--- config.mk ---
export PLATFORM = sky130hd
export DESIGN_NAME = aer_spike_encoder
export DESIGN_NICKNAME = d
export VERILOG_FILES = /design/src/rtl/aer_spike_encoder.sv
export SDC_FILE = /design/constraint.sdc
export NUM_CORES = 1
export LEC_CHECK = 0
export BUFFER_PORTS_ARGS = -buffer_cell sky130_fd_sc_hd__buf_2
export CAP_MARGIN = 40
export CORE_MARGIN = 10
export CORE_UTILIZATION = 60
export DETAILED_ROUTE_END_ITERATION = 16
export GPL_TIMING_DRIVEN = 0
export HOLD_SLACK_MARGIN = 0.02
export PLACE_DENSITY_LB_ADDON = 0.12
export SYNTH_ARGS = -nofsm -noshare
export SYNTH_HDL_FRONTEND = slang
export SYNTH_SLANG_ARGS = --single-unit
export TNS_END_PERCENT = 30
--- constraint.sdc ---
create_clock -name clk -period 21.4 [get_ports clk]
set_input_delay 5.35 -clock clk [delete_from_list [all_inputs] [get_ports clk]]
set_output_delay 5.35 -clock clk [all_outputs]
set_load 0.005 [all_outputs]
--- src/rtl/aer_spike_encoder.sv ---
// AER spike encoder: captures per-neuron spike pulses with a timestamp and
// serialises them through a round-robin arbiter and a first-word-fall-through FIFO.
module aer_spike_encoder #(
  parameter int unsigned N_NEURONS  = 8,
  parameter int unsigned ADDR_W     = 3,
  parameter int unsigned TS_W       = 8,
  parameter int unsigned FIFO_DEPTH = 4
) (
  input  logic                 clk,
  input  logic                 reset,
  input  logic [N_NEURONS-1:0] spike_in,
  output logic                 aer_valid,
  input  logic                 aer_ready,
  output logic [ADDR_W-1:0]    aer_addr,
  output logic [TS_W-1:0]      aer_ts,
  output logic [7:0]           drop_count
);

  localparam int unsigned PTR_W = (FIFO_DEPTH > 1) ? $clog2(FIFO_DEPTH) : 1;
  localparam int unsigned CNT_W = PTR_W + 1;
  localparam logic [CNT_W-1:0]  FULL_CNT = CNT_W'(FIFO_DEPTH);
  localparam logic [ADDR_W-1:0] LAST_IDX = ADDR_W'(N_NEURONS - 1);
  localparam logic [ADDR_W:0]   N_EXT    = (ADDR_W + 1)'(N_NEURONS);

  logic [TS_W-1:0]      ts_cnt_q, ts_cnt_d;
  logic [N_NEURONS-1:0] pending_q, pending_d;
  logic [TS_W-1:0]      ts_reg_q [N_NEURONS];
  logic [TS_W-1:0]      ts_reg_d [N_NEURONS];
  logic [ADDR_W-1:0]    last_grant_q, last_grant_d;
  logic [7:0]           drop_count_q, drop_count_d;

  logic [ADDR_W-1:0]    addr_mem_q [FIFO_DEPTH];
  logic [ADDR_W-1:0]    addr_mem_d [FIFO_DEPTH];
  logic [TS_W-1:0]      ts_mem_q [FIFO_DEPTH];
  logic [TS_W-1:0]      ts_mem_d [FIFO_DEPTH];
  logic [PTR_W-1:0]     wr_ptr_q, wr_ptr_d;
  logic [PTR_W-1:0]     rd_ptr_q, rd_ptr_d;
  logic [CNT_W-1:0]     count_q, count_d;

  logic [ADDR_W-1:0]    rr_start;
  logic [ADDR_W-1:0]    grant_off;
  logic [ADDR_W:0]      grant_sum;
  logic [ADDR_W-1:0]    grant_idx;
  logic [N_NEURONS-1:0] pend_rot;
  logic [N_NEURONS-1:0] grant_vec;
  logic [N_NEURONS-1:0] capture_vec;
  logic [N_NEURONS-1:0] merge_vec;
  logic                 grant_valid;
  logic                 push;
  logic                 pop;
  logic [31:0]          drop_sum;

  // Rotate pending so bit 0 is the first candidate after last_grant, then
  // pick the lowest set bit and map the offset back to a neuron index.
  always_comb begin
    rr_start    = (last_grant_q == LAST_IDX) ? '0 : last_grant_q + ADDR_W'(1);
    pend_rot    = N_NEURONS'({pending_q, pending_q} >> rr_start);
    grant_valid = 1'b0;
    grant_off   = '0;
    if (count_q < FULL_CNT) begin
      for (int unsigned j = 0; j < N_NEURONS; j++) begin
        if (!grant_valid && pend_rot[j]) begin
          grant_valid = 1'b1;
          grant_off   = ADDR_W'(j);
        end
      end
    end
    grant_sum = {1'b0, rr_start} + {1'b0, grant_off};
    if (grant_sum >= N_EXT) begin
      grant_sum = grant_sum - N_EXT;
    end
    grant_idx = grant_sum[ADDR_W-1:0];
    grant_vec = grant_valid ? (N_NEURONS'(1) << grant_idx) : '0;
  end

  always_comb begin
    ts_cnt_d     = ts_cnt_q + TS_W'(1);
    capture_vec  = spike_in & (~pending_q | grant_vec);
    merge_vec    = spike_in & pending_q & ~grant_vec;
    pending_d    = (pending_q & ~grant_vec) | capture_vec;
    last_grant_d = grant_valid ? grant_idx : last_grant_q;
    ts_reg_d     = ts_reg_q;
    for (int unsigned i = 0; i < N_NEURONS; i++) begin
      if (capture_vec[i]) begin
        ts_reg_d[i] = ts_cnt_q;
      end
    end
    drop_sum = 32'(drop_count_q);
    for (int unsigned i = 0; i < N_NEURONS; i++) begin
      drop_sum = drop_sum + 32'(merge_vec[i]);
    end
    drop_count_d = (drop_sum > 32'd255) ? 8'hFF : drop_sum[7:0];
  end

  always_comb begin
    push       = grant_valid;
    pop        = aer_valid && aer_ready;
    addr_mem_d = addr_mem_q;
    ts_mem_d   = ts_mem_q;
    wr_ptr_d   = wr_ptr_q;
    rd_ptr_d   = rd_ptr_q;
    count_d    = count_q;
    if (push) begin
      addr_mem_d[wr_ptr_q] = grant_idx;
      ts_mem_d[wr_ptr_q]   = ts_reg_q[grant_idx];
      wr_ptr_d             = wr_ptr_q + PTR_W'(1);
    end
    if (pop) begin
      rd_ptr_d = rd_ptr_q + PTR_W'(1);
    end
    case ({push, pop})
      2'b10:   count_d = count_q + CNT_W'(1);
      2'b01:   count_d = count_q - CNT_W'(1);
      default: count_d = count_q;
    endcase
  end

  always_ff @(posedge clk or posedge reset) begin
    if (reset) begin
      ts_cnt_q     <= '0;
      pending_q    <= '0;
      last_grant_q <= LAST_IDX;
      drop_count_q <= '0;
      wr_ptr_q     <= '0;
      rd_ptr_q     <= '0;
      count_q      <= '0;
      for (int unsigned i = 0; i < N_NEURONS; i++) begin
        ts_reg_q[i] <= '0;
      end
      for (int unsigned i = 0; i < FIFO_DEPTH; i++) begin
        addr_mem_q[i] <= '0;
        ts_mem_q[i]   <= '0;
      end
    end else begin
      ts_cnt_q     <= ts_cnt_d;
      pending_q    <= pending_d;
      last_grant_q <= last_grant_d;
      drop_count_q <= drop_count_d;
      wr_ptr_q     <= wr_ptr_d;
      rd_ptr_q     <= rd_ptr_d;
      count_q      <= count_d;
      ts_reg_q     <= ts_reg_d;
      addr_mem_q   <= addr_mem_d;
      ts_mem_q     <= ts_mem_d;
    end
  end

  assign aer_valid  = (count_q != '0);
  assign aer_addr   = addr_mem_q[rd_ptr_q];
  assign aer_ts     = ts_mem_q[rd_ptr_q];
  assign drop_count = drop_count_q;

endmodule
# Word level (Yosys, flattened, before mapping)
# Index checks and enable logic that the tools add are counted.
# totals
reg_bits,142
out_inout_bits,20
wordCells,124
# op_classes
n_addsub,16
n_lt_le_gt_ge,7
eq_ne,3
shifts,2
muxes,44
bitwise,11
n_reduce_logical,18
# op_table
operator,count
two-way mux 8 bit,7
two-way mux 3 bit,12
bitwise AND 8 bit,4
bitwise mux 32 bit,1
binary-select mux 8 bit (select 3 bit),1
two-way mux 1 bit,17
adder 15 x 1 -> 16 bit,1
binary-select mux 8 bit (select 2 bit),1
demux 8 bit (select 2 bit),1
"> comparator 16 x 8 -> 1 bit, second input constant",1
NOT 8 bit,2
OR 8 bit,2
right shift 16 x 3 -> 8 bit,1
adder 14 x 1 -> 15 bit,1
adder 13 x 1 -> 14 bit,1
adder 12 x 1 -> 13 bit,1
adder 11 x 1 -> 12 bit,1
bitwise mux 12 bit,1
adder 10 x 1 -> 11 bit,1
adder 9 x 1 -> 10 bit,1
adder 8 x 1 -> 9 bit,1
logical AND 1 bit,9
"adder 8 x 1 -> 8 bit, second input constant",1
">= comparator 4 bit, second input constant",2
other kinds (19),30

# Longest topological paths before layout
# depth
depth_word,50
depth_mapped,33
mapped_depth_nobuf,31

# Least setup slack after synthesis
# OpenSTA, ideal clock, no wires.
# synth_timing
path_type,input to register
from,in spike_in[0]
to,"reg drop_count_q[2], in the netlist drop_count[2]"
arrival_time_ns,8.757
setup_slack_ns,12.561
stages,16
n_path_buf,0
cell_sequence,inv_1 -> nor2_1 -> fa_1 -> inv_1 -> fa_1 -> inv_1 -> fa_1 -> inv_1 -> fa_1 -> fa_1 -> nor2b_1 -> o21ai_0 -> nand2b_1 -> and2_1 -> nand4_1 -> o21ai_0
# synth_between
elab_chain_cells,12
# synth_rtl
element,line,text
"start, declared",11,"input logic [N_NEURONS-1:0] spike_in,"
bitwise AND 8 bit (*) (2 in series),79,merge_vec = spike_in & pending_q & ~grant_vec;
adder 8 x 1 -> 9 bit (*),90,drop_sum = drop_sum + 32'(merge_vec[i]);
adder 9 x 1 -> 10 bit (*),90,
adder 10 x 1 -> 11 bit (*),90,
adder 11 x 1 -> 12 bit (*),90,
adder 12 x 1 -> 13 bit (*),90,
adder 13 x 1 -> 14 bit (*),90,
adder 14 x 1 -> 15 bit (*),90,
adder 15 x 1 -> 16 bit (*),90,
> comparator 16 x 8 -> 1 bit,92,drop_count_d = (drop_sum > 32'd255) ? 8'hFF : drop_sum[7:0];
two-way mux 8 bit (*),92,
net drop_count_d[2],30,"logic [7:0] drop_count_q, drop_count_d;"
"end signal, assigned",138,drop_count_q <= drop_count_d;
"end, declared",30,
# The timed path passes the listed nets; every way through them passes the cells marked *.
# A chain may end at the register's enable or synchronous reset.

# Worst setup path in the final report
# Same ends and word-level chain as after synthesis.

==> summary.txt <==
Status
  – Outcome: finished clean

Detailed routing
  – Post-detailed-route DRC marker count: 0
  – Count of antenna-violating nets left after detailed routing: 0
  – Vias/cell: 6.306
  – Total via count after detailed routing: 5587
  – First-pass iteration count of the detailed router: 5
  – Iter 0 DRT Violations: 559
  – Final routed wire length divided by cell count: 21.02 um
  – Routed Wire Length: 18630 um

Clock tree
  – Clock transition time at the flip-flop clock pins of the worst setup and hold paths: 60 ps
  – H-tree depth: 4
  – Number of buffers on the longest clock path: 2
  – Cts bufs inserted: 17
  – Sink Count: 142
  – Hold buffers post-CTS: 0
  – Count of cells resized by post-cts repair: 0
  – CTS tree: built
  – Number of buffers inserted to repair setup after CTS: 0
  – Cell at the root of the clock tree: sky130_fd_sc_hd__clkbuf_16
  – Clock latency reported for the late side of the worst-skew pair: 430 ps

Setup path
  – Critical Path AT: 9210 ps
  – CP startpoint kind: input port
  – Crit Path Class: input port to flop
  – Worst Path Max Fanout: 5
  – Chain of cells forming the critical path: buf_2 > inv_1 > nor2_1 > fa_1 > inv_1 > fa_1 > inv_1 > fa_1 > inv_1 > fa_1 > fa_1 > nor2b_1 > o21ai_0 > nand2b_1 > and2_1 > nand4_1 > o21ai_0
  – Required time worst endpoint: 21740 ps
  – Library cell appearing most often on the critical path: sky130_fd_sc_hd__fa_1
  – Slowest stage cell, crit path: sky130_fd_sc_hd__fa_1
  – Crit path capture type: flop
  – Max incr delay on CP: 540 ps

Cells and area
  – Net count, final: 734
  – Storage element area: 0.003557 mm^2
  – Multi-input gate area: 0.003963 mm^2
  – Number of filler cells placed in the layout: 899
  – Final core utilization: 70.17%
  – Antenna Diode Count: 0
  – Layout cell share with drive strength beyond 1: 31.79%
  – Area growth, synth to finish: 13.64%
  – Post-route cell area: 0.008891 mm^2

Die
  – Ports: 31
  – Initial Utilization: 61.75%
  – Placeable core region: 0.01267 mm^2
  – Chip height: 134.2 um
  – Cell row count: 41
  – Die area: 0.01801 mm^2
  – DIE WIDTH: 134.2 um

Logic synthesis
  – Sequential share of the synthesized area: 45.47%
  – Warning count from the yosys run: 0
  – Most common flop cell mapped by yosys: sky130_fd_sc_hd__dfrtp_1
  – Top cells by area, synth: sky130_fd_sc_hd__dfrtp_1 44%, sky130_fd_sc_hd__mux2_2 13%, sky130_fd_sc_hd__mux4_2 8.3%
  – Leading cell type by number of instances after synthesis: sky130_fd_sc_hd__dfrtp_1
  – Area share of the leading cell type in the synthesized netlist: 44.46%
  – Number of cells produced by synthesis: 650
  – Total of flip-flops plus latches after synthesis: 142
  – Number of flops mapped to enable cells by yosys: 0
  – Count of distinct cell types in the synthesized netlist: 60
  – Post-synthesis cell type with the largest combined area: sky130_fd_sc_hd__dfrtp_1
  – Post-Synthesis Net Count: 683
  – Share of async-settable or async-resettable flops after synthesis: 100.0%
  – Post-synthesis area per instance: 12.04 um^2
  – Synth Cell Area: 0.007824 mm^2
  – Top post-synthesis cells by count: 139 x sky130_fd_sc_hd__dfrtp_1, 93 x sky130_fd_sc_hd__mux2_2, 52 x sky130_fd_sc_hd__nand2_1

Placed design
  – Number of port buffers: 30
  – Instance area after placement: 0.008233 mm^2
  – Place WS: 12130 ps
  – Placer Congestion: 0.9011
  – Half-perimeter wire length after placement: 12810 um

Timing
  – Final min period: 8869 ps
  – RSZ-0062 raised after global routing: false
  – Ratio of final minimum period to clock period: 41.45%
  – Final WS setup: 12530 ps
  – Worst clock skew on the final layout: 12.37 ps
  – Final-report max-slew violation count: 0
  – Fmax: 0.1127 GHz
  – Setup total negative slack: 0 ps
  – Worst-case headroom to the max-slew limit: 43.96%
  – Count of final hold-check violations: 0
  – Worst-margin pin slew: 840.6 ps
  – Number of setup violations in the final report: 0

Global routing
  – Largest net degree at the start of global routing: 84
  – GRT Total Usage: 21.16%
  – Global-route wire length before repair: 30220 um
  – Vias in the first global route: 5764
  – Number of antenna violations at the first check in global routing: 0
  – Remaining global-route overflow: 0

Hold path
  – Type of the tightest min-delay check: flop to flop

Flow run
  – MaxCap Viol Count: 0
==> registers in the layout (all words and copies together) (netlist names) <==
name          cells
addr_mem_q       12
count_q           3
drop_count        8
last_grant_q      3
pending_q         8
rd_ptr_q          2
ts_cnt_q          8
ts_mem_q         32
ts_reg_q         64
wr_ptr_q          2
==> critical path: cells and delay by family <==
kind | cells | cell delay, ps
buf+inv | 5 | 410
fa+ha+maj | 5 | 2440
simple gates | 5 | 780
compound gates | 2 | 230
==> layout by cell type, fill, tap and decap left out, drive strengths merged, types with 3 or more instances in the layout <==
| master | netlist | layout |
|---|---|---|
| a21oi | 36 | 36 |
| a31oi | 41 | 41 |
| a32oi | 5 | 5 |
| and2 | 7 | 7 |
| and3 | 3 | 3 |
| buf | 18 | 50 |
| bufinv | 0 | 5 |
| clkbuf | 27 | 49 |
| clkinv | 0 | 3 |
| dfrtp | 139 | 139 |
| dfstp | 3 | 3 |
| fa | 7 | 7 |
| ha | 15 | 15 |
| inv | 28 | 28 |
| mux2 | 97 | 97 |
| mux2i | 4 | 4 |
| mux4 | 29 | 29 |
| nand2 | 52 | 52 |
| nand2b | 5 | 5 |
| nand3 | 12 | 12 |
| nand4 | 7 | 7 |
| nor2 | 25 | 25 |
| nor2b | 6 | 6 |
| o2111ai | 9 | 9 |
| o211ai | 3 | 3 |
| o21ai | 24 | 24 |
| or3 | 3 | 3 |
| xnor2 | 10 | 10 |
| xor2 | 6 | 6 |
==> metal layers <==
| layer | global-route usage, % | vias up | part of all wire (%) |
|---|---|---|---|
| li1 | - | 2501 | - |
| met1 | 26.61 | 2864 | 43 |
| met2 | 35.48 | 190 | 51 |
| met3 | 4.369 | 32 | 4.8 |
| met4 | 7.255 | 0 | 1.7 |
| met5 | 0 | - | 0 |
==> stage by stage <==
step | hold slack, ps | instances
floorplan | 446.5 | 650
global placement | 465.3 | 852
detailed placement | 474.9 | 854
CTS | 488.5 | 886
global route | 505.1 | 886
finish | 483.1 | 886
==> final cells by class <==
| class | count | area share [%] |
|---|---|---|
| Sequential cell | 142 | 40.01 |
| Multi-Input combinational cell | 435 | 44.57 |
| Inverter | 28 | 1.238 |
| Timing Repair Buffer | 32 | 2.125 |
| Tap cell | 172 | 2.420 |
| Buffer | 45 | 2.238 |
| Clock buffer | 22 | 5.334 |
| Clock inverter | 10 | 2.069 |
==> path summary, 6_finish.rpt <==
kind                                   to  slack (ps)             from  cells after the start
max reg2reg                 drop_count[2]       13250  last_grant_q[0]                     30
max in group asynchronous    ts_reg_q[13]       15600            reset                      3
min                        addr_mem_q[10]         480   addr_mem_q[10]                      1
max                         drop_count[2]       12530      spike_in[0]                     17
min in group asynchronous      count_q[0]        4990            reset                      2
min reg2reg                addr_mem_q[10]         480   addr_mem_q[10]                      1
==> kinds of logic (layout without fill, tap and decap cells) <==
group	count (synthesis)	count (layout)	synth area share (%)
mux	130	130	22.82
xor+xnor	16	16	1.791
buf+inv	73	137	3.886
fa+ha+maj	22	22	4.190
flops	142	142	45.47
compound gates	136	136	13.91
simple gates	131	131	7.932
Power is left out: the tool's default activity adds up to more than one toggle a clock period on the data nets, which glitch-free logic cannot reach.
